==> src/rtl/mopshub_tb_pkg.sv <==
// Shared types and default timing for the MOPSHUB test-phase sequencer.
package mopshub_tb_pkg;

  // Phase encoding; also driven out on the phase port.
  typedef enum logic [3:0] {
    IDLE    = 4'd0,
    TRIM    = 4'd1,
    WAIT_SO = 4'd2,
    RX      = 4'd3,
    ENDW    = 4'd4,
    GAP     = 4'd5,
    TX      = 4'd6,
    ADV     = 4'd7,
    DONE    = 4'd8,
    TMO     = 4'd9
  } seq_state_t;

  localparam logic DEF_TRIM_EN        = 1'b1;
  localparam logic DEF_ADV_EN         = 1'b0;
  localparam int   DEF_ENDWAIT_CYCLES = 4;
  localparam int   DEF_GAP_CYCLES     = 120;
  localparam int   DEF_TIMEOUT_CYCLES = 2**20;
  localparam int   DEF_CNT_W          = 24;

  // Watchdog / phase timer width; wide enough for any sensible timeout or gap.
  localparam int   WD_W               = 32;

  // Phases guarded by the watchdog (waiting on an external completion pulse).
  function automatic logic is_watched(input seq_state_t s);
    logic w;
    case (s)
      TRIM, RX, TX, ADV: w = 1'b1;
      default:           w = 1'b0;
    endcase
    return w;
  endfunction

endpackage

==> src/rtl/mopshub_test_sequencer_sat_counter.sv <==
// Saturating up-counter with synchronous clear; never wraps.
module seq_sat_counter #(
  parameter int CNT_W = 24
) (
  input  logic             clk_40_m,
  input  logic             rst,
  input  logic             i_clr,
  input  logic             i_en,
  output logic [CNT_W-1:0] o_cnt
);

  localparam logic [CNT_W-1:0] CNT_ZERO = {CNT_W{1'b0}};
  localparam logic [CNT_W-1:0] CNT_ONE  = CNT_W'(1);
  localparam logic [CNT_W-1:0] CNT_MAX  = {CNT_W{1'b1}};

  logic [CNT_W-1:0] r_cnt;

  // Count while enabled, stop at all-ones, clear has priority over counting.
  always_ff @(posedge clk_40_m) begin
    if (!rst) begin
      r_cnt <= CNT_ZERO;
    end else if (i_clr) begin
      r_cnt <= CNT_ZERO;
    end else if (i_en && (r_cnt != CNT_MAX)) begin
      r_cnt <= r_cnt + CNT_ONE;
    end else begin
      r_cnt <= r_cnt;
    end
  end

  assign o_cnt = r_cnt;

endmodule

==> src/rtl/mopshub_test_sequencer.sv <==
// Orders the MOPSHUB bench test phases: trim, sign-on wait, RX, endwait
// strobe, gap, TX, optional custom message. One shared timer serves as the
// per-phase watchdog and as the ENDW/GAP duration timer.
module mopshub_test_sequencer
  import mopshub_tb_pkg::*;
#(
  parameter logic TRIM_EN        = DEF_TRIM_EN,
  parameter logic ADV_EN         = DEF_ADV_EN,
  parameter int   ENDWAIT_CYCLES = DEF_ENDWAIT_CYCLES,
  parameter int   GAP_CYCLES     = DEF_GAP_CYCLES,
  parameter int   TIMEOUT_CYCLES = DEF_TIMEOUT_CYCLES,
  parameter int   CNT_W          = DEF_CNT_W
) (
  input  logic             clk_40_m,
  input  logic             rst,
  input  logic             end_power_init,
  input  logic             sign_on_sig,
  input  logic             test_rx_end,
  input  logic             test_tx_end,
  input  logic             costum_msg_end,
  output logic             osc_auto_trim_mopshub,
  output logic             test_rx,
  output logic             test_tx,
  output logic             test_advanced,
  output logic             endwait_all,
  output logic [3:0]       phase,
  output logic             seq_done,
  output logic             seq_timeout,
  output logic [CNT_W-1:0] rx_cycles,
  output logic [CNT_W-1:0] tx_cycles
);

  localparam logic [WD_W-1:0] WD_LAST   = WD_W'(TIMEOUT_CYCLES - 1);
  localparam logic [WD_W-1:0] ENDW_LAST = WD_W'(ENDWAIT_CYCLES - 1);
  localparam logic [WD_W-1:0] GAP_LAST  = WD_W'(GAP_CYCLES - 1);

  seq_state_t      r_state;
  seq_state_t      w_next_state;
  logic [WD_W-1:0] w_wd_cnt;
  logic            w_state_change;
  logic            w_wd_expired;
  logic            r_trim;
  logic            r_test_rx;
  logic            r_test_tx;
  logic            r_test_adv;
  logic            r_endwait;
  logic            r_done;
  logic            r_timeout;

  assign w_state_change = (w_next_state != r_state);
  assign w_wd_expired   = is_watched(r_state) && (w_wd_cnt == WD_LAST);

  // Next-state logic; completion inputs are checked before watchdog expiry.
  always_comb begin
    w_next_state = r_state;
    case (r_state)
      IDLE: begin
        if (TRIM_EN) w_next_state = TRIM;
        else         w_next_state = WAIT_SO;
      end
      TRIM: begin
        if (end_power_init)    w_next_state = WAIT_SO;
        else if (w_wd_expired) w_next_state = TMO;
        else                   w_next_state = r_state;
      end
      WAIT_SO: begin
        if (sign_on_sig) w_next_state = RX;
        else             w_next_state = r_state;
      end
      RX: begin
        if (test_rx_end)       w_next_state = ENDW;
        else if (w_wd_expired) w_next_state = TMO;
        else                   w_next_state = r_state;
      end
      ENDW: begin
        if (w_wd_cnt == ENDW_LAST) w_next_state = GAP;
        else                       w_next_state = r_state;
      end
      GAP: begin
        if (w_wd_cnt == GAP_LAST) w_next_state = TX;
        else                      w_next_state = r_state;
      end
      TX: begin
        if (test_tx_end) begin
          if (ADV_EN) w_next_state = ADV;
          else        w_next_state = DONE;
        end else if (w_wd_expired) begin
          w_next_state = TMO;
        end else begin
          w_next_state = r_state;
        end
      end
      ADV: begin
        if (costum_msg_end)    w_next_state = DONE;
        else if (w_wd_expired) w_next_state = TMO;
        else                   w_next_state = r_state;
      end
      DONE:    w_next_state = r_state;
      TMO:     w_next_state = r_state;
      default: w_next_state = IDLE;
    endcase
  end

  // State register plus registered Moore outputs decoded from the next state,
  // so each output changes on the same edge as the state it belongs to.
  always_ff @(posedge clk_40_m) begin
    if (!rst) begin
      r_state    <= IDLE;
      r_trim     <= 1'b0;
      r_test_rx  <= 1'b0;
      r_test_tx  <= 1'b0;
      r_test_adv <= 1'b0;
      r_endwait  <= 1'b0;
      r_done     <= 1'b0;
      r_timeout  <= 1'b0;
    end else begin
      r_state    <= w_next_state;
      r_trim     <= (w_next_state == TRIM);
      r_test_rx  <= (w_next_state == RX);
      r_test_tx  <= (w_next_state == TX);
      r_test_adv <= (w_next_state == ADV);
      r_endwait  <= (w_next_state == ENDW);
      r_done     <= (w_next_state == DONE);
      r_timeout  <= (w_next_state == TMO);
    end
  end

  // Shared watchdog / ENDW-GAP timer, restarted on every state entry.
  seq_sat_counter #(.CNT_W(WD_W)) u_wd_cnt (
    .clk_40_m (clk_40_m),
    .rst      (rst),
    .i_clr    (w_state_change),
    .i_en     (1'b1),
    .o_cnt    (w_wd_cnt)
  );

  // Phase-duration counters: only reset clears them, so values hold afterwards.
  seq_sat_counter #(.CNT_W(CNT_W)) u_rx_cnt (
    .clk_40_m (clk_40_m),
    .rst      (rst),
    .i_clr    (1'b0),
    .i_en     (r_state == RX),
    .o_cnt    (rx_cycles)
  );

  seq_sat_counter #(.CNT_W(CNT_W)) u_tx_cnt (
    .clk_40_m (clk_40_m),
    .rst      (rst),
    .i_clr    (1'b0),
    .i_en     (r_state == TX),
    .o_cnt    (tx_cycles)
  );

  assign osc_auto_trim_mopshub = r_trim;
  assign test_rx               = r_test_rx;
  assign test_tx               = r_test_tx;
  assign test_advanced         = r_test_adv;
  assign endwait_all           = r_endwait;
  assign phase                 = r_state;
  assign seq_done              = r_done;
  assign seq_timeout           = r_timeout;

endmodule
==> config.mk <==
export PLATFORM = sky130hd
export DESIGN_NAME = mopshub_test_sequencer
export DESIGN_NICKNAME = d
export VERILOG_FILES = /design/src/rtl/mopshub_tb_pkg.sv /design/src/rtl/mopshub_test_sequencer_sat_counter.sv /design/src/rtl/mopshub_test_sequencer.sv
export SDC_FILE = /design/constraint.sdc
export NUM_CORES = 1
export LEC_CHECK = 0
export CAP_MARGIN = 40
export CORE_ASPECT_RATIO = 0.5
export CORE_UTILIZATION = 30
export CTS_CLUSTER_SIZE = 20
export DETAILED_ROUTE_END_ITERATION = 12
export GPL_TIMING_DRIVEN = 0
export PLACE_DENSITY = 0.56
export SKIP_LAST_GASP = 1
export SYNTH_ARGS = -nofsm -noshare
export SYNTH_HDL_FRONTEND = slang
export SYNTH_HIERARCHICAL = 1
export SYNTH_SLANG_ARGS = --single-unit
==> constraint.sdc <==
create_clock -name clk_40_m -period 2.7 [get_ports clk_40_m]
set_input_delay 0.675 -clock clk_40_m [delete_from_list [all_inputs] [get_ports clk_40_m]]
set_output_delay 0.675 -clock clk_40_m [all_outputs]
set_load 0.1 [all_outputs]
Word level (Yosys, flattened, before mapping). Index checks and enable logic that the tools add are counted.

ROM bits: 0. Bits in latches: 0. Register bits after elaboration: 91. Output and inout bits: 59. Memories kept: 0. Memory bits (writable): 0. Word-level logic and storage cells: 55.

Bitwise operators: 1. $lt $le $gt $ge: 0. Shift operators: 0. Div/mod/pow operators: 0. Reductions and logical operators: 7. $add $sub $neg: 3. $mul: 0. Equal/unequal tests: 23. Muxes and demuxes: 10.

Operators by type and width (number): $add 24x1->24 const B (2); $ne 24x24->1 const B (2); $pmux 4 s9 (1); $add 32x1->32 const B (1); $eq 32x2->1 const B (1); $eq 32x20->1 const B (1); $eq 32x7->1 const B (1); $mux 4 (8); $ne 32x32->1 const B (1); $eq 4x3->1 const B (7); $eq 4x4->1 const B (4); $eq 4x2->1 const B (3); $eq 4x1->1 const B (2); $logic_not 4->1 (1); $ne 4x4->1 (1); $reduce_or 2->1 (2); $reduce_or 4->1 (1); $logic_and 1x1->1 (3); $mux 1 (1); $not 1->1 (1).

Longest topological paths before layout.
Word-level depth: 9. Mapped depth: 11.

Modules after synthesis. The synthesis kept the hierarchy.

By module, submodules not included: seq_sat_counter at u_rx_cnt ... (cells an instance 172, instances 2, area each 1456.4 µm²); seq_sat_counter at u_wd_cnt (cells an instance 203, instances 1, area each 1667.8 µm²); mopshub_test_sequencer (cells an instance 100, instances 1, area each 782.0 µm²).

Least setup slack after synthesis. Ideal clock, no wire load.

Path kind: register -> register. From: register r_state[0] (netlist: phase[0]). To: register u_wd_cnt.r_cnt[0] (netlist: u_wd_cnt/o_cnt[0]). Path buffers: 3. Cell stages (with the launch flop): 12. Clock period less this slack: 3.057 ns. Path slack: -0.357 ns. Arrival: 2.930 ns. Path through: dfxtp_1 > buf_4 > mux2i_1 > nor3_1 > a31oi_1 > o221ai_2 > xnor2_1 > nand3_1 > nand2b_1 > clkbuf_1 > clkbuf_1 > nor2_1.

Longest elaborated chain between the ends: 9. Elaborated cells on any way between the ends: 25. Those cells by class: eq/ne: 10; mux: 10; reduce/logical: 5.

RTL lines: from (decl) (line mopshub_test_sequencer.sv:37) `seq_state_t r_state;`; from (signal assigned) (line mopshub_test_sequencer.sv:117) `r_state <= w_next_state;`; $eq 4x3->1, or another cell as far along (line mopshub_tb_pkg.sv:31, mopshub_test_sequencer.sv:56); $reduce_or 4->1 (line mopshub_tb_pkg.sv:31) `case (s)`; $mux 1 (line mopshub_tb_pkg.sv:31); $logic_and 1x1->1 (line mopshub_test_sequencer.sv:51) `assign w_wd_expired = is_watched(r_state) && (w_wd_cnt == WD_LAST);`; $mux 4; $mux 4, on equally long branches; $pmux 4 s9 (line mopshub_test_sequencer.sv:56) `case (r_state)`; $ne 4x4->1 (*) (line mopshub_test_sequencer.sv:50) `assign w_state_change = (w_next_state != r_state);`; net w_state_change (line mopshub_test_sequencer.sv:40) `logic w_state_change;`; $reduce_or 2->1 (no line) (*); to (signal assigned) (line mopshub_test_sequencer_sat_counter.sv:25) `r_cnt <= r_cnt + CNT_ONE;`; to (signal assigned) (line mopshub_test_sequencer_sat_counter.sv:27) `r_cnt <= r_cnt;`; to (decl) (line mopshub_test_sequencer_sat_counter.sv:16) `logic [CNT_W-1:0] r_cnt;`.

The timed path passes the listed nets; every way through them passes the cells marked *. A chain may end at the register's enable or synchronous reset.

Final worst setup path.
From: input port costum_msg_end. To: register u_wd_cnt.r_cnt[5] (netlist: u_wd_cnt/o_cnt[5]).

Longest elaborated chain between the ends: 4.

RTL lines: from (decl) (line mopshub_test_sequencer.sv:20) `input logic costum_msg_end,`; $mux 4 (line mopshub_test_sequencer.sv:94) `if (costum_msg_end) w_next_state = DONE;`; $pmux 4 s9 (line mopshub_test_sequencer.sv:56); $ne 4x4->1 (line mopshub_test_sequencer.sv:50); net w_state_change (line mopshub_test_sequencer.sv:40); $reduce_or 2->1 (no line).

The timed path passes the listed nets, and every way through them passes these cells.

==> flow_summary_export.csv <==
group,metric,value,unit
placed_design,dpl_cell_area,0.007233,mm^2
worst_setup_path,crit_fanout,4,
final_layout,regArea,0.001827,mm^2
floorplanning,die_w,191.1,um
yosys,yosysWarnings,6,
clock_tree,htree_num_levels,3,
worst_setup_path,cp-start-kind,"input port",
sta,slew_violations,0,
worst_setup_path,cp_cell_sequence,"clkdlybuf4s50_1, mux2_2, nor2_1, a21oi_1, o221ai_2, xnor2_1, nand3_1, nand2b_2, or4_1, nand2_1",
placed_design,port_buffers,65,
clock_tree,cts_num_sinks,91,
drt,dr_wl_met3,325,um
worst_setup_path,max_stage_delay,530,ps
floorplanning,num_io_pins,66,
power,leakage,2.524,nW
sta,hold_violations,0,
power,totalPowerFinal,3.282,mW
clock_tree,clkTransAtPathRegs,70,ps
drt,first_pass_iters,4,
grt,track_usage,16.63,%
final_layout,instances_no_fill,1024,
drt,highest_layer,"met4",
status,outcome,"completed",
drt,via_per_inst,5.188,
power,power_density,433.6,mW/mm^2
drt,wirelength,14950,um
sta,rsz0062_at_grt,"true",
placed_design,numPlacedInstances,1008,
grt,grt_max_degree,17,
sta,setup_slack,137.0,ps
drt,vias,5312,
drt,drt-met1-wl,7424,um
final_layout,utilization,43.40,%
final_layout,multi_input_area,0.003342,mm^2
worst_setup_path,r2r_cells,9,
floorplanning,coreArea,0.01744,mm^2
drt,ant_nets,0,
job,cap_violations,0,
yosys,avgSynthCellArea,8.288,um^2
final_layout,stdcell_area,0.007570,mm^2
sta,fin_crit,2563,ps
power,ir_worst_vdd,0.3358,mV
sta,timing.fmax,390.2,MHz
worst_setup_path,critPathKind,"in -> reg",
placed_design,routabilityCongestion,0.8270,
yosys,synth-seq-area-share,33.97,%
worst_setup_path,cp_data_required_time,2970,ps
worst_setup_path,end_kind,"flip-flop",
hold_path,hp-class,"reg -> reg",
final_layout,nets,795,
clock_tree,cts_tree,"yes",
yosys,ys_async_sr_fraction,0,%
floorplanning,fp.dieArea,0.01845,mm^2
placed_design,pre_cts_slack,-858.7,ps
grt,grt_antenna_before_repair,0,
grt,grt_pass1_wl,25030,um
hold_path,hold_depth,2,
yosys,synthFlopType,"dfxtp_1",
worst_setup_path,critPathArrivalTime,2830,ps
drt,met2WireLength,7078,um
sta,skew,12.66,ps
worst_setup_path,crit_slowest_cell,"or4_1",
floorplanning,start_util,30.75,%
grt,grt_overflow_total,0,
sta,relSlewSlack,53.05,%
yosys,ys_ff_latch,91,
sta,holdWs,486.5,ps
sta,tightestPinTransition,699.0,ps
sta,period_share,94.93,%
yosys,syn_area,0.005363,mm^2
drt,wl_per_cell,14.60,um
yosys,synth-edff-count,0,
floorplanning,rows,34,
sta,finalSetupTns,0,ps
clock_tree,clockBufferDepth,2,
drt,drc_errors,0,
grt,grt_pass1_vias,4995,
floorplanning,dieHeight,96.54,um
sta,setup_viol,0,
placed_design,dp_hpwl,11040,um
drt,drt_iter0_markers,259,
clock_tree,cts_root_buffer,"clkbuf_16",
clock_tree,numCtsBuffers,9,
clock_tree,clock_latency,340,ps
final_layout,drive_above_1_share,17.59,%
final_layout,diodes,0,
yosys,synthCells,647,
final_layout,syn_to_final_growth,41.16,%
final_layout,fill_cells,1727,
yosys,synth.distinct_cells,65,
## kinds of logic (layout without fill, tap and decap cells)
family                   count (synthesis)  after routing  synth area share, %
AO/OA/AOI/OAI                          129            129                17.13
XOR/XNOR                                11             11                1.797
adder cells (fa/ha/maj)                  3              3               0.7000
buffers and inverters                   49            189                4.340
flip-flops                              91             91                33.97
multiplexers                            35             35                6.556
other                                    2              5               0.1400
AND/OR/NAND/NOR                        327            327                35.37
## synth_stat cells (all sizes together), types with 3 or more instances
cell / instances / share of area [%]
a2111o: 8 / 1.7
a2111oi: 6 / 1.4
a211oi: 13 / 2.2
a21oi: 47 / 4.5
and2: 9 / 1.0
and3: 18 / 2.1
and4: 12 / 2.0
buf: 21 / 2.4
clkbuf: 15 / 1.0
dfxtp: 91 / 34
ha: 3 / 0.70
inv: 13 / 0.91
mux2i: 34 / 6.3
nand2: 76 / 5.3
nand2b: 32 / 3.7
nand3: 34 / 3.3
nand4: 41 / 5.2
nor2: 27 / 1.9
nor2b: 7 / 0.82
nor3: 9 / 1.0
nor4: 20 / 3.1
o211ai: 3 / 0.42
o21ai: 27 / 2.5
o31ai: 8 / 1.4
or2: 3 / 0.35
or3: 16 / 1.9
or4: 14 / 2.0
xnor2: 10 / 1.6
## cells in the final DEF (no fill, tap or decap), drive strengths merged, types with 10 or more instances in the layout
| cell | netlist | final |
|---|---|---|
| inv | 13 | 16 |
| clkbuf | 15 | 23 |
| nor2 | 27 | 27 |
| xnor2 | 10 | 10 |
| mux2i | 34 | 34 |
| nand2 | 76 | 76 |
| nand3 | 34 | 34 |
| or4 | 14 | 14 |
| nand2b | 32 | 32 |
| or3 | 16 | 16 |
| nand4 | 41 | 41 |
| o21ai | 27 | 27 |
| a21oi | 47 | 47 |
| buf | 21 | 82 |
| clkdlybuf4s50 | 0 | 65 |
| a211oi | 13 | 13 |
| dfxtp | 91 | 91 |
| and3 | 18 | 18 |
| and4 | 12 | 12 |
| nor4 | 20 | 20 |
## state kept, by name, indices dropped and copies added (netlist names)
signal                 count
test_rx                    1
seq_timeout                1
u_wd_cnt/o_cnt            32
phase                      4
endwait_all                1
u_rx_cnt/o_cnt            24
test_tx                    1
osc_auto_trim_mopshub      1
u_tx_cnt/o_cnt            24
seq_done                   1
test_advanced              1
## area by class of cell
cell class / instances / share of cell area (%)
well taps: 234 / 3.868
multi-input cells: 510 / 44.15
clock inverters: 6 / 0.9587
clock buffers: 10 / 3.025
flip-flops and latches: 91 / 24.13
repair buffers: 125 / 20.73
inverters: 13 / 0.6446
plain buffers: 35 / 2.496
## power by group
part	total [mW]	switching, mW	leakage, nW	internal, mW
Sequential	1.38	0.0193	0.735	1.37
Combinational	0.595	0.375	1.65	0.220
Clock	1.30	0.571	0.144	0.731
## metal layers
metal,vias to the layer above,global-route usage (%)
li1,2705,-
met1,2520,21.64
met2,78,29.17
met3,9,2.781
met4,0,3.439
met5,-,0
## final timing paths
path / endpoint / start / slack [ps]
setup / recovery: u_wd_cnt/o_cnt[5] / costum_msg_end / 140
hold reg to reg: u_tx_cnt/o_cnt[7] / u_tx_cnt/o_cnt[7] / 490
setup reg to reg: u_wd_cnt/o_cnt[5] / u_wd_cnt/o_cnt[20] / 220
hold / removal: u_tx_cnt/o_cnt[7] / u_tx_cnt/o_cnt[7] / 490
## timing repair
item / 4_1_cts / 5_1_grt
hold endpoints to repair: 0 / 0
pin swaps: 1 / 0
gates resized for setup: 7 / 7
endpoints found under the setup margin: 46 / 38
hold buffers: 0 / 0
buffers inserted: 1 / 0
## critical path: cells and delay by family
family	cells	cell delay (ps)
xor+xnor	1	140
simple gates	5	1060
buf+inv	1	420
compound gates	2	250
mux	1	290
Power figures use the tool's default switching activity.
